--- src/rtl/decode_ctrl_hazard.sv ---
// Decode-stage control for the 5-stage MIPS-subset pipeline: control decode, immediate
// extension, E/M/W forwarding and load-use stall from a 3-entry destination shadow.
module decode_ctrl_hazard (
    input  logic        clk,
    input  logic        rstn,
    input  logic [31:0] inst,
    input  logic [31:0] rd1,
    input  logic [31:0] rd2,
    input  logic [31:0] aluOutE,
    input  logic [31:0] memOutM,
    input  logic [31:0] rstW,
    output logic        regWe,
    output logic        dMemWe,
    output logic        sWRD,
    output logic        sA0,
    output logic        sA,
    output logic        sB,
    output logic        sByte,
    output logic [4:0]  aluOP,
    output logic [3:0]  brOP,
    output logic [4:0]  WRA,
    output logic [31:0] num,
    output logic [31:0] fwd1,
    output logic [31:0] fwd2,
    output logic        pause
);

    typedef struct packed {
        logic [4:0] wa;
        logic       we;
        logic       ld;
    } shadow_t;

    logic [5:0]  op;
    logic [5:0]  funct;
    logic [4:0]  rs;
    logic [4:0]  rt;
    logic [4:0]  rd;
    logic [15:0] imm;
    logic        sign_ext;
    logic        is_load;
    logic        ld_use_rs;
    logic        ld_use_rt;
    shadow_t     e_q, m_q, w_q;
    shadow_t     e_d, m_d, w_d;

    assign op    = inst[31:26];
    assign rs    = inst[25:21];
    assign rt    = inst[20:16];
    assign rd    = inst[15:11];
    assign funct = inst[5:0];

    always_comb begin
        regWe    = 1'b0;
        dMemWe   = 1'b0;
        sWRD     = 1'b0;
        sA0      = 1'b0;
        sA       = 1'b0;
        sB       = 1'b0;
        sByte    = 1'b0;
        aluOP    = 5'd0;
        brOP     = 4'd0;
        WRA      = 5'd0;
        sign_ext = 1'b0;
        is_load  = 1'b0;
        imm      = inst[15:0];
        case (op)
            6'h00: begin
                case (funct)
                    6'h21, 6'h23, 6'h24, 6'h25, 6'h26, 6'h27, 6'h2A, 6'h2B: begin
                        regWe = 1'b1;
                        WRA   = rd;
                        case (funct)
                            6'h21:   aluOP = 5'd0;
                            6'h23:   aluOP = 5'd1;
                            6'h24:   aluOP = 5'd2;
                            6'h25:   aluOP = 5'd3;
                            6'h26:   aluOP = 5'd4;
                            6'h27:   aluOP = 5'd5;
                            6'h2A:   aluOP = 5'd6;
                            default: aluOP = 5'd7;
                        endcase
                    end
                    6'h00, 6'h02, 6'h03: begin
                        regWe = 1'b1;
                        sA    = 1'b1;
                        WRA   = rd;
                        imm   = {11'd0, inst[10:6]};
                        case (funct)
                            6'h00:   aluOP = 5'd8;
                            6'h02:   aluOP = 5'd9;
                            default: aluOP = 5'd10;
                        endcase
                    end
                    6'h08:   brOP = 4'd5;
                    default: ;
                endcase
            end
            6'h09: begin regWe = 1'b1; sB = 1'b1; WRA = rt; sign_ext = 1'b1; aluOP = 5'd0;  end
            6'h0A: begin regWe = 1'b1; sB = 1'b1; WRA = rt; sign_ext = 1'b1; aluOP = 5'd6;  end
            6'h0B: begin regWe = 1'b1; sB = 1'b1; WRA = rt; sign_ext = 1'b1; aluOP = 5'd7;  end
            6'h0C: begin regWe = 1'b1; sB = 1'b1; WRA = rt; aluOP = 5'd2;  end
            6'h0D: begin regWe = 1'b1; sB = 1'b1; WRA = rt; aluOP = 5'd3;  end
            6'h0E: begin regWe = 1'b1; sB = 1'b1; WRA = rt; aluOP = 5'd4;  end
            6'h0F: begin regWe = 1'b1; sB = 1'b1; WRA = rt; aluOP = 5'd11; end
            6'h23, 6'h20: begin
                regWe    = 1'b1;
                sWRD     = 1'b1;
                sB       = 1'b1;
                sign_ext = 1'b1;
                is_load  = 1'b1;
                sByte    = (op == 6'h20);
                WRA      = rt;
            end
            6'h2B, 6'h28: begin
                dMemWe   = 1'b1;
                sB       = 1'b1;
                sign_ext = 1'b1;
                sByte    = (op == 6'h28);
                WRA      = rt;
            end
            6'h04: begin brOP = 4'd1; sign_ext = 1'b1; end
            6'h05: begin brOP = 4'd2; sign_ext = 1'b1; end
            6'h02: brOP = 4'd3;
            6'h03: begin brOP = 4'd4; sA0 = 1'b1; regWe = 1'b1; WRA = 5'd31; end
            default: ;
        endcase
    end

    assign num = sign_ext ? {{16{imm[15]}}, imm} : {16'd0, imm};

    // Nearest producer wins; $0 is hard-wired so it is never forwarded.
    function automatic logic [31:0] fwd_sel(input logic [4:0] a, input logic [31:0] rf,
                                            input shadow_t e, input shadow_t m,
                                            input shadow_t w, input logic [31:0] e_val,
                                            input logic [31:0] m_val,
                                            input logic [31:0] w_val);
        if (a == 5'd0)                  return rf;
        else if (e.we && e.wa == a)     return e_val;
        else if (m.we && m.wa == a)     return m_val;
        else if (w.we && w.wa == a)     return w_val;
        else                            return rf;
    endfunction

    assign fwd1 = fwd_sel(rs, rd1, e_q, m_q, w_q, aluOutE, memOutM, rstW);
    assign fwd2 = fwd_sel(rt, rd2, e_q, m_q, w_q, aluOutE, memOutM, rstW);

    assign ld_use_rs = (rs != 5'd0) && e_q.we && e_q.ld && (e_q.wa == rs);
    assign ld_use_rt = (rt != 5'd0) && e_q.we && e_q.ld && (e_q.wa == rt);
    assign pause     = ld_use_rs || ld_use_rt;

    always_comb begin
        w_d = m_q;
        m_d = e_q;
        e_d = pause ? '0 : '{wa: WRA, we: regWe, ld: is_load};
    end

    always_ff @(posedge clk or negedge rstn) begin
        if (!rstn) begin
            e_q <= '0;
            m_q <= '0;
            w_q <= '0;
        end else begin
            e_q <= e_d;
            m_q <= m_d;
            w_q <= w_d;
        end
    end

endmodule

--- config.mk ---
export PLATFORM = sky130hd
export DESIGN_NAME = decode_ctrl_hazard
export DESIGN_NICKNAME = d
export VERILOG_FILES = /design/src/rtl/decode_ctrl_hazard.sv
export SDC_FILE = /design/constraint.sdc
export NUM_CORES = 1
export LEC_CHECK = 0
export ABC_CLOCK_PERIOD_IN_PS = 6800
export BUFFER_PORTS_ARGS = -buffer_cell sky130_fd_sc_hd__buf_4
export CAP_MARGIN = 40
export CELL_PAD_IN_SITES_DETAIL_PLACEMENT = 1
export CELL_PAD_IN_SITES_GLOBAL_PLACEMENT = 2
export CORE_AREA = 8 8 168 130
export DETAILED_ROUTE_END_ITERATION = 7
export DIE_AREA = 0 0 176 138
export GPL_ROUTABILITY_DRIVEN = 0
export PLACE_DENSITY_LB_ADDON = 0.1
export RECOVER_POWER = 100
export SLEW_MARGIN = 0
export SYNTH_ARGS = -nofsm -noshare
export SYNTH_HDL_FRONTEND = slang
export SYNTH_SLANG_ARGS = --single-unit
--- constraint.sdc ---
create_clock -name clk -period 6.8 [get_ports clk]
set_clock_uncertainty 0.15 [all_clocks]
set_input_delay 1.7 -clock clk [delete_from_list [all_inputs] [get_ports clk]]
set_output_delay 1.7 -clock clk [all_outputs]
set_load 0.05 [all_outputs]
==> results.toml, run 1 <==
[logic_synthesis]
synth_top_area_cell = "dfrtp_1"
ys_types = 55
synth-compound-area-share_pct = 52.4
synth.mux.area_fraction_pct = 0.286
netlist_instances = 512
netlist_top_cells_count = "a21oi_1, o21ai_0, and3_1"
ys_seq_elements = 19
synth_edf_count = 0
yosysTopAreaCellShare_pct = 12.1
synth.avg_cell_area_um2 = 7.69
synth-xor-area-share_pct = 7.34
ys_seq_area_share_pct = 12.1
yosysWarnings = 0
synth.cell_area_um2 = 3940
yosys.cell_count.top_type = "a21oi_1"
synth_top_family_by_area = "compound AO/OA/AOI/OAI gates"
synthFlopType = "dfrtp_1"
yosys.area_share.simple_pct = 17.3
yosys.area_share.adder_pct = 0
async_reset_ff_share_pct = 100
synthTopCellsByArea = "dfrtp_1, a221oi_2, o221ai_1"

[grt]
grt_max_degree = 34
grt_usage_pct = 19.5
grt_pass1_wl_um = 38200
grt_remaining_overflow = 0
antenna_found_initial = 0
grt_pass1_vias = 6119

[floorplanning]
die_area_um2 = 24300
fp.dieH_um = 138
row_count = 44
ioPinCount = 312
core_um2 = 19100
start_util_pct = 20.6
die_width_um = 176

[timing]
max_freq_mhz = 161
hold_violations = 0
setup_viol = 0
layout_worst_path_cycle_share_pct = 91.6
min_period_ns = 6.23
worst_pin_slew_ns = 1.30
maxSlewHeadroom_pct = 13.2
whs_ns = 0.267
setup_tns_ns = 0
grt_setup_unrepaired = "false"
drv_slew = 0

[critical_path]
worstReg2RegStart = "e_q[6]"
critical_path.top_delay_family = "buffers and inverters"
critPathBufInv = 3
critPathMostFrequentCell = "clkbuf_1"
cp.required_ns = 4.95
cpPeakStageDelay_ns = 0.70
arrival_ns = 4.38
cp_cell_sequence = "clkbuf_1 -> xnor2_1 -> nand4_1 -> or2_0 -> clkbuf_2 -> o221ai_1 -> a2bb2oi_1 -> clkbuf_1"
end_kind = "primary output"
crit_type = "input pin to primary output"
crit_slowest_cell = "clkbuf_2"
start_kind = "input pin"
cp-startpoint = "inst[20]"
crit_fanout = 32

[finish]
drive_gt1_share_pct = 40.2
diodes = 0
stdcell_count = 1021
layout.nets = 963
synthToLayoutAreaGrowth_pct = 57.7
fin_util_pct = 32.5

[routing]
routed_wl_um = 25400
vias = 5466
drc = 0
via_per_inst = 5.35
first_pass_iters = 4
ant_nets = 0
drt-wirelength-per-cell_um = 24.9
drt_iter0_drc = 228

[clocking]
cts_root_buffer = "clkbuf_16"
clockBufferDepth = 2
clkTransAtPathRegs_ns = 0.06
cts_made_buffers = 3
cts.repair.resized = 0
post_cts_buffers = 0
htree_levels = 1
holdBufCountCts = 0
cts_tree = "yes"
cts_sinks = 19
clock_latency_ns = 0.25

[status]
status = "finished clean"

[run]
cap_violations = 0

[placement]
hpwlAfterDp_um = 19800
dp_cells = 1017
port_buffers = 309

[power_and_ir_drop]
powerDensity_nw_per_um2 = 110
peakVddDrop_uv = 80.5
p_leak_nw = 2.64
fin_total_pwr_mw = 0.684

[min_path]
hp-start = "m_q[1]"
hp-class = "register to register"
path summary, 6_finish.rpt:
kind                            endpoint  slack, ns  cells past startpoint
worst min register to register    w_q[1]       0.27                      0
worst max register to register    e_q[3]       4.96                      5
worst min-delay path              w_q[1]       0.27                      0
worst max-delay path            fwd2[17]       0.57                      8
max in group asynchronous         e_q[2]       4.37                      1
min in group asynchronous         e_q[3]       1.48                      1
layout make-up:
class                   instances  area (um^2)
fillers                      2382        12900
clock inverters                 1         7.51
flip-flops and latches         19          475
repair buffers                324         2230
well taps                     253          317
clock buffers                   3         75.1
inverters                       5         20.0
multi-input cells             416         3090
metrics by stage:
stage / cell area, um^2 / worst slack [ns]
final: 6210 / 0.573
after global routing: 6210 / 0.426
after CTS: 6470 / 0.980
after detailed placement: 6380 / 0.986
after global placement: 6320 / 0.880
after floorplan: 3950 / 0.323
where the power goes:
part           total, mW  switching, mW  leakage [nW]  internal, mW
Combinational      0.434          0.277          2.35         0.157
Sequential         0.125        0.00621         0.257         0.119
Clock              0.125         0.0456        0.0371        0.0795
cell families after synthesis:
family                 count (synthesis)
XOR/XNOR                              33
AO/OA/AOI/OAI                        267
AND/OR/NAND/NOR                      113
buffers and inverters                 78
other                                  1
multiplexers                           1
flip-flops                            19
flip-flops by register name, indices dropped and copies added, names as in the netlist:
register and cells:
e_q 7, w_q 6, m_q 6
layout by cell type (no fill, tap or decap), types with 10 or more instances in the layout:
cell type  count
a22oi_1       32
a21oi_1       48
and3_1        36
nor2_1        10
buf_4        252
nand2_1       20
o21ai_0       41
xnor2_1       23
dfrtp_1       19
a221oi_2      30
a2bb2oi_1     29
o21ai_1       30
o221ai_1      32
clkbuf_1      68
worst register-to-register path: stages (launching register included):
cell and delay, ns:
dfrtp_1 0.43, xnor2_1 0.17, nand4_1 0.29, nor3_1 0.26, o21a_1 0.32, a21oi_1 0.10
metal layers:
metal	track usage [%]	up-vias	wire, um
met5	0	-	0
met4	2.58	0	274
met3	3.89	16	1520
met2	34.0	186	12300
met1	24.9	2730	11300
li1	-	2534	-
(Power assumes the default switching activity.)
==> inputs of run 2 (changes only) <==
--- a/config.mk
+++ b/config.mk
@@ -15,5 +15,5 @@
 export DIE_AREA = 0 0 176 138
 export GPL_ROUTABILITY_DRIVEN = 0
-export PLACE_DENSITY_LB_ADDON = 0.1
+export PLACE_DENSITY = 0.92
 export RECOVER_POWER = 100
 export SLEW_MARGIN = 0
==> constraint.sdc (replaced) <==
create_clock -name clk -period 6.8 [get_ports clk]
set_clock_uncertainty 0.15 [all_clocks]
set_input_delay 0.34 -clock clk [delete_from_list [all_inputs] [get_ports clk]]
set_output_delay 0.34 -clock clk [all_outputs]
set_load 0.05 [all_outputs]
==> run 2 against run 1 <==
Compared with the run above: the flow now finishes with violations (max-capacitance violations, max-slew violations); clock-buffer cell count is 1 higher; critical path depth stayed put; non-clock buffer count grew 2; highest routed layer unchanged; final cell count up 0.20%; via count grew 2.5%; largest power group unchanged; critical endpoint is now fwd2[25]; routed wire length down 2.1%.
==> results.toml, run 2 (synthesis results as in run 1) <==
[status]
status = "finished with violations"
failed_checks = "max-capacitance violations, max-slew violations"

[grt]
grt_pass1_vias = 6175
grt_max_degree = 34
grt_pass1_wl_um = 36600
grt_usage_pct = 18.8
grt_remaining_overflow = 0
antenna_found_initial = 0

[routing]
routed_wl_um = 24900
first_pass_iters = 5
ant_nets = 0
via_per_inst = 5.47
vias = 5600
drt-wirelength-per-cell_um = 24.3
drc = 0
drt_iter0_drc = 313

[finish]
regMostFlops = "e_q"
fill_cells = 2440
stdcell_count = 1023
layout_commonest_cell = "buf_4"
layout.nets = 965
synthToLayoutAreaGrowth_pct = 50.7
mostFrequentLayoutCells = "buf_4, clkbuf_1, a21oi_1, o21ai_0, and3_1"
largest_register_ffs = 7
seq_area_um2 = 475
diodes = 0
drive_gt1_share_pct = 34.3
top_regs = "e_q x7, m_q x6, w_q x6"
multi_input_area_um2 = 2870

[critical_path]
start_kind = "input pin"
end_kind = "primary output"
crit_fanout = 18
crit_type = "input pin to primary output"
cp.required_ns = 6.31
arrival_ns = 4.62

[power_and_ir_drop]
pwr-share-comb_pct = 63.1
p_seq_share_pct = 18.6
pwr-share-clk_pct = 18.3
peakVddDrop_uv = 85.1
powerDensity_nw_per_um2 = 113
sw_frac_of_total_pct = 47.7
intPower_mw = 0.352
p_switching_mw = 0.320
p_leak_nw = 2.57

[timing]
max_freq_mhz = 196
grt_setup_unrepaired = "false"
setup_ws_ns = 1.69
worst_pin_slew_ns = 1.64
whs_ns = 0.194
setup_viol = 0
min_period_ns = 5.11
setup_tns_ns = 0
hold_violations = 0
maxSlewHeadroom_pct = -9.81
drv_slew = 18
layout_worst_path_cycle_share_pct = 75.2

[floorplanning]
ioPinCount = 312
fp.dieH_um = 138
die_width_um = 176
core_um2 = 19100
row_count = 44
die_area_um2 = 24300
start_util_pct = 20.6

[placement]
place_ws_ns = 3.28
dp_cells = 1018
hpwlAfterDp_um = 20000
port_buffers = 309

[clocking]
htree_levels = 1
clkTransAtPathRegs_ns = 0.05
cts_made_buffers = 3
clockBufferDepth = 2
cts_root_buffer = "clkbuf_16"
clock_latency_ns = 0.25
cts_tree = "yes"
cts_sinks = 19

[min_path]
hp-class = "input pin to register"

[run]
cap_violations = 1
run 2: cell count changes in the layout (fill, tap and decap cells not counted), sizes merged:
cell and delta:
clkbuf +14, clkinv -1, dlygate4sd3 +1, buf -12
run 2: power by group through the flow:
stage               sequential, mW  combinational (mW)  clock (mW)
global placement             0.126               0.450           0
global route                 0.126               0.447       0.127
floorplan                    0.125               0.255           0
detailed placement           0.127               0.457           0
CTS                          0.125               0.459       0.123
finish                       0.125               0.424       0.123
run 2: routing by layer:
layer  track usage [%]  vias to the layer above  routed length (um)
met5                 0                        -                   0
met4              4.90                        0                 563
met3              6.10                       37                2530
met2              33.6                      316               12100
met1              20.9                     2718                9700
li1                  -                     2529                   -
run 2: stage by stage:
stage | util [%] | power (mW) | cell area (um^2)
floorplan | - | 0.380 | 3940
global placement | 33.0 | 0.576 | 6300
detailed placement | 33.6 | 0.584 | 6420
CTS | 34.1 | 0.707 | 6510
global route | 31.1 | 0.699 | 5930
finish | 31.1 | 0.672 | 5930
run 2: layout make-up:
type / count / area share [%]
multi-input combinational: 416 / 48.3
timing repair buffer: 326 / 36.7
sequential: 19 / 8.01
tap: 253 / 5.34
clock buffer: 4 / 1.33
inverter: 5 / 0.337
run 2: critical path, cell delays in order:
cell and delay, ns:
clkbuf_1 0.18, or4_1 0.58, nor2_1 1.22, clkbuf_1 0.90, a31oi_4 0.26, clkbuf_1 0.53
a2bb2oi_1 0.27, clkbuf_1 0.31
run 2: what timing repair did:
action	in CTS	in global routing
buffers inserted	0	0
hold buffers	1	0
resized for setup	0	0
hold endpoints to repair	19	0
run 2: final timing paths:
kind | slack (ns) | start | endpoint | cells after the start
hold reg to reg | 0.26 | e_q[1] | m_q[1] | 0
hold / removal | 0.19 | inst[29] | e_q[0] | 2
setup / recovery | 1.69 | inst[20] | fwd2[25] | 8
min in group asynchronous | 0.65 | rstn | w_q[4] | 2
max in group asynchronous | 5.23 | rstn | e_q[4] | 2
setup reg to reg | 4.96 | e_q[4] | e_q[0] | 5
